[src/rtl/rr_mux_demux_link_pkg.sv]
// ============================================================================
// Module : rr_mux_demux_link_pkg
// Brief  : Shared mode encoding and index helper for the round-robin link.
// Rev    : 1.0  initial release
// ============================================================================
`default_nettype none

package rr_mux_demux_link_pkg;

  typedef enum logic {
    MODE_RR    = 1'b0,
    MODE_FIXED = 1'b1
  } link_mode_e;

  // Advance idx by step (1..n) with wrap; idx < n is assumed.
  function automatic int wrap_inc(input int idx, input int step, input int n);
    int s;
    s = idx + step;
    if (s >= n) s = s - n;
    return s;
  endfunction

endpackage

`default_nettype wire

[src/rtl/rr_mux_demux_link_if.sv]
// ============================================================================
// Module : rr_mux_demux_link_if
// Brief  : Producer-side handshake, shared bus and demux outputs of the link.
// Rev    : 1.0  initial release
// ============================================================================
`default_nettype none

interface rr_mux_demux_link_if #(
  parameter int WIDTH = 8,
  parameter int NCH   = 4
);
  localparam int SELW = (NCH > 1) ? $clog2(NCH) : 1;

  logic [NCH*WIDTH-1:0] in_data;
  logic [NCH-1:0]       in_valid;
  logic [NCH-1:0]       in_ready;
  logic                 mode;
  logic [SELW-1:0]      sel;
  logic [WIDTH-1:0]     bus_data;
  logic [SELW-1:0]      bus_ch;
  logic                 bus_valid;
  logic [NCH*WIDTH-1:0] out_data;
  logic [NCH-1:0]       out_valid;

  modport master (
    output in_data, in_valid, mode, sel,
    input  in_ready, bus_data, bus_ch, bus_valid, out_data, out_valid
  );

  modport slave (
    input  in_data, in_valid, mode, sel,
    output in_ready, bus_data, bus_ch, bus_valid, out_data, out_valid
  );

endinterface

`default_nettype wire

[src/rtl/rr_mux_demux_link_arbiter.sv]
// ============================================================================
// Module : rr_arbiter
// Brief  : Combinational round-robin / fixed-select grant, one-hot output.
// Rev    : 1.0  initial release
// ============================================================================
`default_nettype none

module rr_arbiter
  import rr_mux_demux_link_pkg::*;
#(
  parameter  int NCH  = 4,
  localparam int SELW = (NCH > 1) ? $clog2(NCH) : 1
) (
  input  logic [NCH-1:0]  req,
  input  logic [SELW-1:0] ptr,
  input  logic            mode,
  input  logic [SELW-1:0] sel,
  output logic [NCH-1:0]  gnt,
  output logic [SELW-1:0] gnt_idx,
  output logic            gnt_any
);

  int w_c;

  always_comb begin
    gnt     = '0;
    gnt_idx = '0;
    gnt_any = 1'b0;
    w_c     = 0;
    if (mode == MODE_FIXED) begin
      for (int c = 0; c < NCH; c++) begin
        if (sel == SELW'(c) && req[c]) begin
          gnt      = '0;
          gnt[c]   = 1'b1;
          gnt_idx  = SELW'(c);
          gnt_any  = 1'b1;
        end
      end
    end else begin
      // Walk from the farthest candidate inward so the nearest request wins.
      for (int k = NCH; k >= 1; k--) begin
        w_c = wrap_inc(int'(ptr), k, NCH);
        if (req[w_c]) begin
          gnt       = '0;
          gnt[w_c]  = 1'b1;
          gnt_idx   = SELW'(w_c);
          gnt_any   = 1'b1;
        end
      end
    end
  end

endmodule

`default_nettype wire

[src/rtl/rr_mux_demux_link.sv]
// ============================================================================
// Module : rr_mux_demux_link
// Brief  : NCH channels share one registered link word per cycle; demux stage
//          returns each word to its channel holding register.
// Rev    : 1.0  initial release
// ============================================================================
`default_nettype none

module rr_mux_demux_link
  import rr_mux_demux_link_pkg::*;
#(
  parameter int WIDTH = 8,
  parameter int NCH   = 4
) (
  input  logic               clk,
  input  logic               rst,
  rr_mux_demux_link_if.slave link
);

  localparam int SELW = (NCH > 1) ? $clog2(NCH) : 1;

  logic [SELW-1:0]      r_ptr;
  logic [WIDTH-1:0]     r_bus_data;
  logic [SELW-1:0]      r_bus_ch;
  logic                 r_bus_valid;
  logic [NCH*WIDTH-1:0] r_out_data;
  logic [NCH-1:0]       r_out_valid;

  logic [NCH-1:0]       w_gnt;
  logic [SELW-1:0]      w_gnt_idx;
  logic                 w_gnt_any;
  logic                 w_take;
  logic [WIDTH-1:0]     w_sel_data;

  rr_arbiter #(.NCH(NCH)) u_arb (
    .req     (link.in_valid),
    .ptr     (r_ptr),
    .mode    (link.mode),
    .sel     (link.sel),
    .gnt     (w_gnt),
    .gnt_idx (w_gnt_idx),
    .gnt_any (w_gnt_any)
  );

  // No transfer is offered while reset is held.
  assign w_take        = w_gnt_any & ~rst;
  assign link.in_ready = w_gnt & {NCH{~rst}};

  always_comb begin
    w_sel_data = '0;
    for (int c = 0; c < NCH; c++) begin
      if (w_gnt[c]) w_sel_data = link.in_data[c*WIDTH +: WIDTH];
    end
  end

  always_ff @(posedge clk or posedge rst) begin
    if (rst) begin
      r_ptr       <= SELW'(NCH - 1);
      r_bus_data  <= '0;
      r_bus_ch    <= '0;
      r_bus_valid <= 1'b0;
    end else begin
      r_bus_valid <= w_take;
      if (w_take) begin
        r_bus_data <= w_sel_data;
        r_bus_ch   <= w_gnt_idx;
        r_ptr      <= w_gnt_idx;
      end
    end
  end

  always_ff @(posedge clk or posedge rst) begin
    if (rst) begin
      r_out_data  <= '0;
      r_out_valid <= '0;
    end else begin
      r_out_valid <= '0;
      for (int c = 0; c < NCH; c++) begin
        if (r_bus_valid && r_bus_ch == SELW'(c)) begin
          r_out_data[c*WIDTH +: WIDTH] <= r_bus_data;
          r_out_valid[c]               <= 1'b1;
        end
      end
    end
  end

  assign link.bus_data  = r_bus_data;
  assign link.bus_ch    = r_bus_ch;
  assign link.bus_valid = r_bus_valid;
  assign link.out_data  = r_out_data;
  assign link.out_valid = r_out_valid;

endmodule

`default_nettype wire
[src/flat_wrapper.sv]
// flat-port wrapper written by rule: the top's interface ports become plain ports
module rr_mux_demux_link_flat import rr_mux_demux_link_pkg::*;
#(
  parameter int WIDTH = 8,
  parameter int NCH   = 4
)
  (clk, rst, link_in_data, link_in_valid, link_mode, link_sel, link_in_ready, link_bus_data, link_bus_ch, link_bus_valid, link_out_data, link_out_valid);
  rr_mux_demux_link_if #(.WIDTH(WIDTH), .NCH(NCH)) link_i ();
  input  logic clk;
  input  logic rst;
  input wire logic [$bits(link_i.in_data)-1:0] link_in_data;
  input wire logic [$bits(link_i.in_valid)-1:0] link_in_valid;
  input wire logic [$bits(link_i.mode)-1:0] link_mode;
  input wire logic [$bits(link_i.sel)-1:0] link_sel;
  output wire logic [$bits(link_i.in_ready)-1:0] link_in_ready;
  output wire logic [$bits(link_i.bus_data)-1:0] link_bus_data;
  output wire logic [$bits(link_i.bus_ch)-1:0] link_bus_ch;
  output wire logic [$bits(link_i.bus_valid)-1:0] link_bus_valid;
  output wire logic [$bits(link_i.out_data)-1:0] link_out_data;
  output wire logic [$bits(link_i.out_valid)-1:0] link_out_valid;
  assign link_i.in_data = link_in_data;
  assign link_i.in_valid = link_in_valid;
  assign link_i.mode = link_mode;
  assign link_i.sel = link_sel;
  assign link_in_ready = link_i.in_ready;
  assign link_bus_data = link_i.bus_data;
  assign link_bus_ch = link_i.bus_ch;
  assign link_bus_valid = link_i.bus_valid;
  assign link_out_data = link_i.out_data;
  assign link_out_valid = link_i.out_valid;
  rr_mux_demux_link #(.WIDTH(WIDTH), .NCH(NCH)) u_core (.clk(clk), .rst(rst), .link(link_i));
endmodule
[config.mk]
export PLATFORM = sky130hd
export DESIGN_NAME = rr_mux_demux_link_flat
export DESIGN_NICKNAME = d
export VERILOG_FILES = /design/src/rtl/rr_mux_demux_link_pkg.sv /design/src/rtl/rr_mux_demux_link_if.sv /design/src/rtl/rr_mux_demux_link_arbiter.sv /design/src/rtl/rr_mux_demux_link.sv /design/src/flat_wrapper.sv
export SDC_FILE = /design/constraint.sdc
export NUM_CORES = 1
export LEC_CHECK = 0
export ABC_AREA = 1
export ABC_CLOCK_PERIOD_IN_PS = 2670
export BUFFER_PORTS_ARGS = -buffer_cell sky130_fd_sc_hd__buf_2
export CAP_MARGIN = 30
export CORE_ASPECT_RATIO = 0.75
export CORE_UTILIZATION = 45
export CTS_BUF_LIST = sky130_fd_sc_hd__clkbuf_8
export DETAILED_ROUTE_END_ITERATION = 8
export PLACE_DENSITY = 0.76
export SETUP_SLACK_MARGIN = 0.2
export SLEW_MARGIN = 20
export SYNTH_ARGS = -nofsm -noshare
export SYNTH_HDL_FRONTEND = slang
export SYNTH_SLANG_ARGS = --single-unit
[constraint.sdc]
create_clock -name clk -period 2.67 [get_ports clk]
set_input_delay 0.267 -clock clk [delete_from_list [all_inputs] [get_ports clk]]
set_output_delay 0.267 -clock clk [all_outputs]
set_load 0.05 [all_outputs]
==> results of run 1 <==
[layout by cell type, fill, tap and decap left out, drive strengths merged, types with 5 or more instances in the layout]
cell | netlist | layout
clkbuf | 4 | 5
nor2 | 23 | 23
inv | 42 | 43
dfrtp | 47 | 47
ha | 7 | 7
buf | 3 | 103
nand3 | 22 | 22
a21oi | 31 | 31
nand2 | 91 | 91
nor3 | 7 | 7
o21ai | 47 | 47
[Yosys cell counts]
cell       n
o211ai_1   1
dfrtp_1   47
nor3_1     7
clkbuf_1   4
nor2_2     2
buf_2      1
nand3_2    1
o21ai_1    8
nand2_1   80
ha_1       7
nand4_1    2
o221ai_1   1
dfstp_2    2
inv_2      4
nand2_2    8
nand3_1   21
nor4_1     1
inv_1     38
nand2_4    3
o21ai_0   39
a21oi_1   31
o31ai_4    1
a31oi_1    1
buf_6      2
nor2_1    21
[area by class of cell]
| cell class | count | area share |
|---|---|---|
| Clock buffer | 5 | 0.02007 |
| Clock inverter | 3 | 0.006202 |
| Inverter | 42 | 0.04816 |
| Multi-Input combinational cell | 235 | 0.3677 |
| Sequential cell | 49 | 0.3583 |
| Tap cell | 75 | 0.02736 |
| Timing Repair Buffer | 103 | 0.1722 |
[worst max path at each step]
stage                                           start                to  slack [ps]
final                     u_core.r_ptr[0]$_DFFE_PP1P_  link_in_ready[1]         170
after global routing      u_core.r_ptr[0]$_DFFE_PP1P_  link_in_ready[2]          50
after CTS                 u_core.r_ptr[1]$_DFFE_PP1P_  link_in_ready[2]         210
after detailed placement  u_core.r_ptr[0]$_DFFE_PP1P_  link_in_ready[2]         170
after global placement    u_core.r_ptr[1]$_DFFE_PP1P_  link_in_ready[2]         180
after floorplan           u_core.r_ptr[0]$_DFFE_PP1P_  link_in_ready[2]         110
[routing by layer]
| layer | routed length, um | share of wire |
|---|---|---|
| met5 | 0 | 0 |
| met4 | 145 | 0.019 |
| met3 | 544 | 0.071 |
| met2 | 3445 | 0.45 |
| met1 | 3490 | 0.46 |
[metrics by stage]
stage | util | cells | setup slack (ps) | cell area (um2) | hold slack (ps)
floorplan | - | 333 | 109.9 | 2608 | 474.5
global placement | 0.5795 | 497 | 179.9 | 3152 | 462.6
detailed placement | 0.5845 | 498 | 169.6 | 3179 | 429.8
CTS | 0.6188 | 509 | 212.0 | 3366 | 95.69
global route | 0.6306 | 512 | 53.56 | 3430 | 150.5
finish | 0.6306 | 512 | 165.8 | 3430 | 106.9
[kinds of logic after synthesis]
logic type / after synthesis / share of synthesized area
AND/OR/NAND/NOR: 146 / 0.2483
AO/OA/AOI/OAI: 82 / 0.1673
buffers and inverters: 49 / 0.07714
flip-flops: 49 / 0.4735
adder cells (fa/ha/maj): 7 / 0.03375
[sequential cells by signal (all words and copies together), names as in the netlist]
signal / cells
u_core.link.out_data: 32
u_core.link.bus_data: 8
u_core.link.out_valid: 4
u_core.link.bus_ch: 2
u_core.r_ptr: 2
u_core.link.bus_valid: 1
[repair_timing]
| item | 4_1_cts | 5_1_grt |
|---|---|---|
| pin swaps | 3 | 7 |
| cloned | 0 | 0 |
| buffers inserted | 3 | 3 |
| endpoints found under the setup margin | 6 | 6 |
| gates resized for setup | 18 | 13 |
==> qor.csv, run 1 <==
metric;value;unit
grtUsageMet1;0.3612;
grt_pass1_wl;11.78;mm
synth_area_leaders;dfrtp_1 (45%), nand2_1 (12%), o21ai_0 (7.5%);
syn-num-nets;381;
hold_path.class;input pin to asynchronous set/reset pin;
globalRouteTotalUtil;0.2634;
drv_cap;0;
clockRootBuffer;clkbuf_8;
avgViaCountPerCell;5.211;
cp-end-kind;output pin;
filler_cell_count;478;
rsz0062_at_grt;yes;
grt_max_degree;26;
nets;484;
final-hold-violation-count;0;
ys_ff_latch;49;
syn_inst;333;
via_count;2668;
reg2reg_slack;330;ps
dp_hpwl;5.757;mm
min_period_over_period;0.9379;
yosysTopAreaCellShare;0.4532;
worstPathBufferInverterCount;4;
grt_overflow;0;
path_cells;inv_6 -> ha_4 -> inv_4 -> nand3_4 -> nand2_4 -> buf_4 -> nand4_1 -> nand3_1 -> nand2_2 -> a21oi_2 -> buf_6;
boundaryPins;92;
fp-row-count;23;
critical_path_class;flop to output pin;
critical_path_arrival;2240;ps
multiInputGateArea;1261;um2
area_delta_synth_final;32.16;%
finalSetupViolCount;0;
cp.required;2400;ps
synth-seq-area-share;0.4735;
cp_max_fo;10;
grt_pass1_vias;2474;
drc;0;
path_depth;11;
cts_tree;built;
grt_use_met2;0.4119;
port_buffers;91;
reg2reg_to;u_core.link.bus_data[1]$_DFFE_PP0P_;
regArea;1229;um2
initial_core_util;0.4771;
layout-drive-gt1-share;0.3341;
tightestPinTransition;558.6;ps
diodes;0;
fmaxAchievable;0.3993;GHz
die_x;89.69;um
rr_startpoint;u_core.r_ptr[0]$_DFFE_PP1P_;
reg2reg_depth;14;
drt_iter0_drc;189;
cts.clk_slew.worst_paths;100;ps
grt_busiest_layer;met2;
firstDrtPassIters;5;
synth-warning-count;0;
avgRoutedWirePerCell;14.89;um
cts_sinks;49;
syn-cell-area;2595;um2
die_y;67.77;um
avgSynthCellArea;7.793;um2
crit_slowest_cell;dfstp_2;
post-route-min-period;2504;ps
met3_usage;0.05257;
skew;10.92;ps
status;complete, no violations;
crit_path_max_incr_delay;590;ps
final.setup.tns;0;ps
slew_viol_final;0;
yosysTopAreaCell;dfrtp_1;
ctsHtreeMaxLevel;2;
numCtsBuffers;5;
ys_types;25;
die_area;6078;um2
core;5439;um2
critPathLaunchType;flop;
antenna_found_initial;0;
gp_congestion;1.011;
antenna_left;0;
clock_latency;310;ps
cts_hold_buf;0;
cpLargestDelayFamily;flip-flops;
wl;7.625;mm
slew-limit-headroom;0.6271;
cts_buffer_depth;2;
Power of run 1 is not shown: default switching activity piles up to over one toggle a cycle in this logic, so the estimate is an artifact.
==> run 2: changes to the inputs <==
Settings changed: BUFFER_PORTS_ARGS -buffer_cell sky130_fd_sc_hd__buf_2 to not set, DONT_BUFFER_PORTS set to 1, HOLD_SLACK_MARGIN set to 0.1, PLACE_DENSITY 0.76 to 0.63.
==> qor.csv, run 2 (synthesis results as in run 1) <==
metric;value;unit;change
dpl_cell_area;2756;um2;-13%
cpLargestDelayFamily;simple AND/OR/NAND/NOR gates;;
grt_busiest_layer;met1;;
port_buffers;0;;-100%
grtUsageMet1;0.3305;;-0.03067
layout-drive-gt1-share;0.1416;;-0.1925
grt_overflow;0;;unchanged
critPathLaunchType;flop;;
cts_tree;built;;
core;5439;um2;unchanged
gp_congestion;0.8906;;-12%
rsz0062_at_grt;yes;;
grt_pass1_vias;2098;;-15%
hold_path.class;input pin to flop;;
die_area;6078;um2;unchanged
grt_max_degree;27;;+3.8%
drv_cap;0;;unchanged
cp.required;2400;ps;about the same
post-route-min-period;2475;ps;-29.63 ps
clock_latency;290;ps;-20 ps
mostFrequentLayoutCells;nand2_1 (79), dfrtp_1 (47), o21ai_0 (39);;
diodes;0;;unchanged
fmaxAchievable;0.4041;GHz;+1.2%
final.setup.tns;0;ps;unchanged
die_x;89.69;um;unchanged
critical_path_class;flop to output pin;;
min_period_over_period;0.9268;;-0.01110
fp-row-count;23;;unchanged
status;complete, no violations;;
boundaryPins;92;;unchanged
layout_commonest_cell;nand2_1;;
ctsHtreeMaxLevel;2;;unchanged
critical_path_arrival;2210;ps;-30 ps
fin_area;2942;um2;-14%
avgRoutedWirePerCell;15.22;um;+2.2%
crit_slowest_cell;dfstp_2;;
antenna_found_initial;0;;unchanged
worstPathBufferInverterCount;3;;-1
drt_iter0_drc;117;;-38%
cts_buffer_depth;2;;unchanged
initial_core_util;0.4771;;unchanged
avgViaCountPerCell;5.347;;+2.6%
nets;393;;-19%
antenna_left;0;;unchanged
die_y;67.77;um;unchanged
skew;5.301;ps;-5.616 ps
final-hold-violation-count;0;;unchanged
firstDrtPassIters;4;;-1
crit_path_max_incr_delay;570;ps;-20 ps
tightestPinTransition;580.2;ps;+21.57 ps
met3_usage;0.06846;;+0.01589
grt_pass1_wl;10.28;mm;-13%
dp_hpwl;4.848;mm;-16%
cts_sinks;49;;unchanged
cts.clk_slew.worst_paths;80;ps;-20 ps
area_delta_synth_final;13.36;%;
clockRootBuffer;clkbuf_8;;
slew_viol_final;0;;unchanged
cp-end-kind;output pin;;
drc;0;;unchanged
path_cells;inv_4 -> ha_4 -> nand3_4 -> nand2_4 -> nand2_2 -> nor2_2 -> nand2_1 -> nand3_1 -> nand2_1 -> nand2_2 -> inv_4 -> nor2_4 -> buf_12;;
grt_use_met2;0.3229;;-0.08902
wl;6.408;mm;-16%
numCtsBuffers;5;;unchanged
via_count;2251;;-16%
slew-limit-headroom;0.6127;;-0.01440
cp_max_fo;10;;unchanged
finalSetupViolCount;0;;unchanged
largest_register_ffs;32;;unchanged
globalRouteTotalUtil;0.2253;;-0.03815
run 2: metrics by stage:
step | hold WS [ps] | instances | util | worst slack (ps)
after floorplan | 474.5 | 333 | - | 109.9
after global placement | 434.8 | 407 | 0.5017 | 218.1
after detailed placement | 243.7 | 408 | 0.5068 | 171.7
after CTS | 175.3 | 420 | 0.5358 | 202.7
after global routing | 171.4 | 421 | 0.5408 | 60.35
final | 179.6 | 421 | 0.5408 | 195.4
run 2: timing repair:
| item | in CTS | in global routing |
|---|---|---|
| pin swaps | 2 | 4 |
| endpoints found under the setup margin | 4 | 4 |
| hold endpoints to repair | 25 | 0 |
| setup buffers | 3 | 1 |
| resized for setup | 11 | 5 |
| hold buffers | 1 | 0 |
| cloned | 0 | 0 |
run 2: worst register-to-register path, stage by stage, from the launching register on:
cell and delay, ps:
dfstp_2 570, inv_4 70, ha_4 310, inv_2 50
nand2_1 120, nand2_4 90, a21oi_1 140, nand3_1 110
nand2_2 100, buf_4 110, nand2_4 110, a21oi_1 140
o21ai_1 100, a21oi_1 130
run 2: final cells by class:
| type | count | area (um2) |
|---|---|---|
| clock buffer | 5 | 68.82 |
| clock inverter | 3 | 11.26 |
| fill | 535 | 2497 |
| inverter | 42 | 162.7 |
| multi-input combinational | 235 | 1231 |
| sequential | 49 | 1229 |
| tap | 75 | 93.84 |
| timing repair buffer | 12 | 145.1 |
run 2: layer usage:
metal | part of all wire | routed length (um)
met1 | 0.48 | 3095
met2 | 0.42 | 2684
met5 | 0 | 0
met4 | 0.0092 | 59
met3 | 0.089 | 568
run 2: worst paths after layout:
check                                       startpoint                                  end  slack [ps]  depth (start not counted)
max                        u_core.r_ptr[0]$_DFFE_PP1P_                     link_in_ready[2]         200                         13
min                                   link_in_data[24]  u_core.link.bus_data[0]$_DFFE_PP0P_         180                          2
max reg2reg                u_core.r_ptr[0]$_DFFE_PP1P_  u_core.link.bus_data[4]$_DFFE_PP0P_         460                         13
min reg2reg                u_core.r_ptr[1]$_DFFE_PP1P_          u_core.r_ptr[1]$_DFFE_PP1P_         610                          2
max in group asynchronous                          rst          u_core.r_ptr[1]$_DFFE_PP1P_        1570                          3
min in group asynchronous                          rst  u_core.link.bus_data[3]$_DFFE_PP0P_         510                          2
Power of run 2 is left out for the same reason.
==> run 3: changes to the inputs <==
Settings changed: CTS_BUF_LIST sky130_fd_sc_hd__clkbuf_8 to not set.
==> qor.csv, run 3 (synthesis results as in run 1) <==
metric;value;unit;change
dp_hpwl;4.848;mm;unchanged
path_cells;inv_4 -> ha_4 -> nand3_4 -> nand2_4 -> nand2_2 -> nor2_2 -> nand2_1 -> nand3_1 -> nand2_1 -> nand2_2 -> inv_4 -> nor2_4 -> buf_12;;
critical_path_arrival;2200;ps;about the same
globalRouteTotalUtil;0.2253;;unchanged
fmaxAchievable;0.4049;GHz;+0.20%
die_y;67.77;um;unchanged
firstDrtPassIters;4;;unchanged
ctsHtreeMaxLevel;2;;unchanged
cp-end-kind;output pin;;
drt_iter0_drc;138;;+18%
slew_viol_final;0;;unchanged
cpLargestDelayFamily;simple AND/OR/NAND/NOR gates;;
area_delta_synth_final;13.36;%;unchanged
post-route-min-period;2470;ps;-5.059 ps
grt_pass1_wl;10.28;mm;unchanged
gp_congestion;0.8906;;unchanged
numCtsBuffers;5;;unchanged
tightestPinTransition;581.1;ps;+0.9030 ps
cts.clk_slew.worst_paths;80;ps;about the same
critPathLaunchType;flop;;
worstPathBufferInverterCount;3;;unchanged
drc;0;;unchanged
cp_max_fo;10;;unchanged
fin_ws;200.5;ps;+5.059 ps
min_path_cells;2;;unchanged
dpl_cell_area;2756;um2;unchanged
min_period_over_period;0.9249;;-0.001895
die_x;89.69;um;unchanged
fin_area;2942;um2;unchanged
fp-row-count;23;;unchanged
boundaryPins;92;;unchanged
grt_overflow;0;;unchanged
skew;5.236;ps;-0.06553 ps
largest_register_ffs;32;;unchanged
crit_path_max_incr_delay;570;ps;about the same
diodes;0;;unchanged
pre_cts_ws;171.7;ps;unchanged
mostFrequentLayoutCells;nand2_1 (79), dfrtp_1 (47), o21ai_0 (39);;
cts_sinks;49;;unchanged
core;5439;um2;unchanged
clock_latency;290;ps;about the same
wl;6.417;mm;+0.14%
rsz0062_at_grt;yes;;
crit_slowest_cell;dfstp_2;;
avgViaCountPerCell;5.349;;about the same
status;complete, no violations;;
nets;393;;unchanged
layout-drive-gt1-share;0.1416;;unchanged
cts_tree;built;;
slew-limit-headroom;0.6120;;about the same
port_buffers;0;;unchanged
filler_cell_count;535;;unchanged
drv_cap;0;;unchanged
die_area;6078;um2;unchanged
final-hold-violation-count;0;;unchanged
layout_commonest_cell;nand2_1;;
cts_buffer_depth;2;;unchanged
clockRootBuffer;clkbuf_8;;
cp.required;2400;ps;about the same
via_count;2252;;+0.044%
initial_core_util;0.4771;;unchanged
final.setup.tns;0;ps;unchanged
finalSetupViolCount;0;;unchanged
utilization;0.5408;;unchanged
path_depth;13;;unchanged
reg2reg_depth;13;;unchanged
antenna_left;0;;unchanged
avgRoutedWirePerCell;15.24;um;+0.14%
grt_pass1_vias;2100;;+0.095%
grt_max_degree;27;;unchanged
antenna_found_initial;0;;unchanged
critical_path_class;flop to output pin;;
hold_path.class;input pin to flop;;
-- run 3: cell count changes in the layout (fill, tap and decap cells not counted) --
cell      delta
inv_1        -3
clkbuf_1     +3
-- run 3: path summary, 6_finish.rpt --
check	end	startpoint	slack [ps]
max reg2reg	u_core.link.bus_data[5]$_DFFE_PP0P_	u_core.r_ptr[0]$_DFFE_PP1P_	440
min reg2reg	u_core.r_ptr[1]$_DFFE_PP1P_	u_core.r_ptr[1]$_DFFE_PP1P_	610
min in group asynchronous	u_core.link.bus_data[3]$_DFFE_PP0P_	rst	510
max in group asynchronous	u_core.r_ptr[1]$_DFFE_PP1P_	rst	1560
min	u_core.link.bus_data[0]$_DFFE_PP0P_	link_in_data[24]	180
max	link_in_ready[2]	u_core.r_ptr[0]$_DFFE_PP1P_	200
-- run 3: area by class of cell --
class,count,area [um2],area share
Tap cell,75,93.84,0.03190
Multi-Input combinational cell,235,1231,0.4185
Timing Repair Buffer,12,145.1,0.04934
Clock buffer,8,80.08,0.02722
Sequential cell,49,1229,0.4177
Inverter,42,162.7,0.05530
-- run 3: per-layer routing --
| layer | vias to the layer above | GRT usage | share of wire |
|---|---|---|---|
| li1 | 1113 | - | - |
| met4 | 0 | 0.05159 | 0.0095 |
| met5 | - | 0 | 0 |
| met3 | 7 | 0.06846 | 0.089 |
| met1 | 1039 | 0.3305 | 0.48 |
| met2 | 93 | 0.3229 | 0.42 |
-- run 3: stage by stage --
step	std cells	hold WS, ps
after floorplan	333	474.5
after global placement	407	434.8
after detailed placement	408	243.7
after CTS	420	175.6
after global routing	421	171.6
final	421	179.9
-- run 3: worst register-to-register path: stages (launching register included) --
cell and delay (ps):
dfstp_2 570, inv_4 70, ha_4 310, inv_2 50
nand2_1 120, nand2_4 90, a21oi_1 140, nand3_1 120
nand2_2 100, buf_4 110, nand2_4 110, a21oi_1 140
o21ai_1 100, a21oi_1 140
-- run 3: what timing repair did --
item                                    in CTS  in global routing
hold buffers                                 1                  0
hold endpoints to repair                    25                  0
pin swaps                                    2                  4
gates resized for setup                     11                  5
endpoints found under the setup margin       4                  4
buffers inserted                             3                  1
Power of run 3 is left out for the same reason.
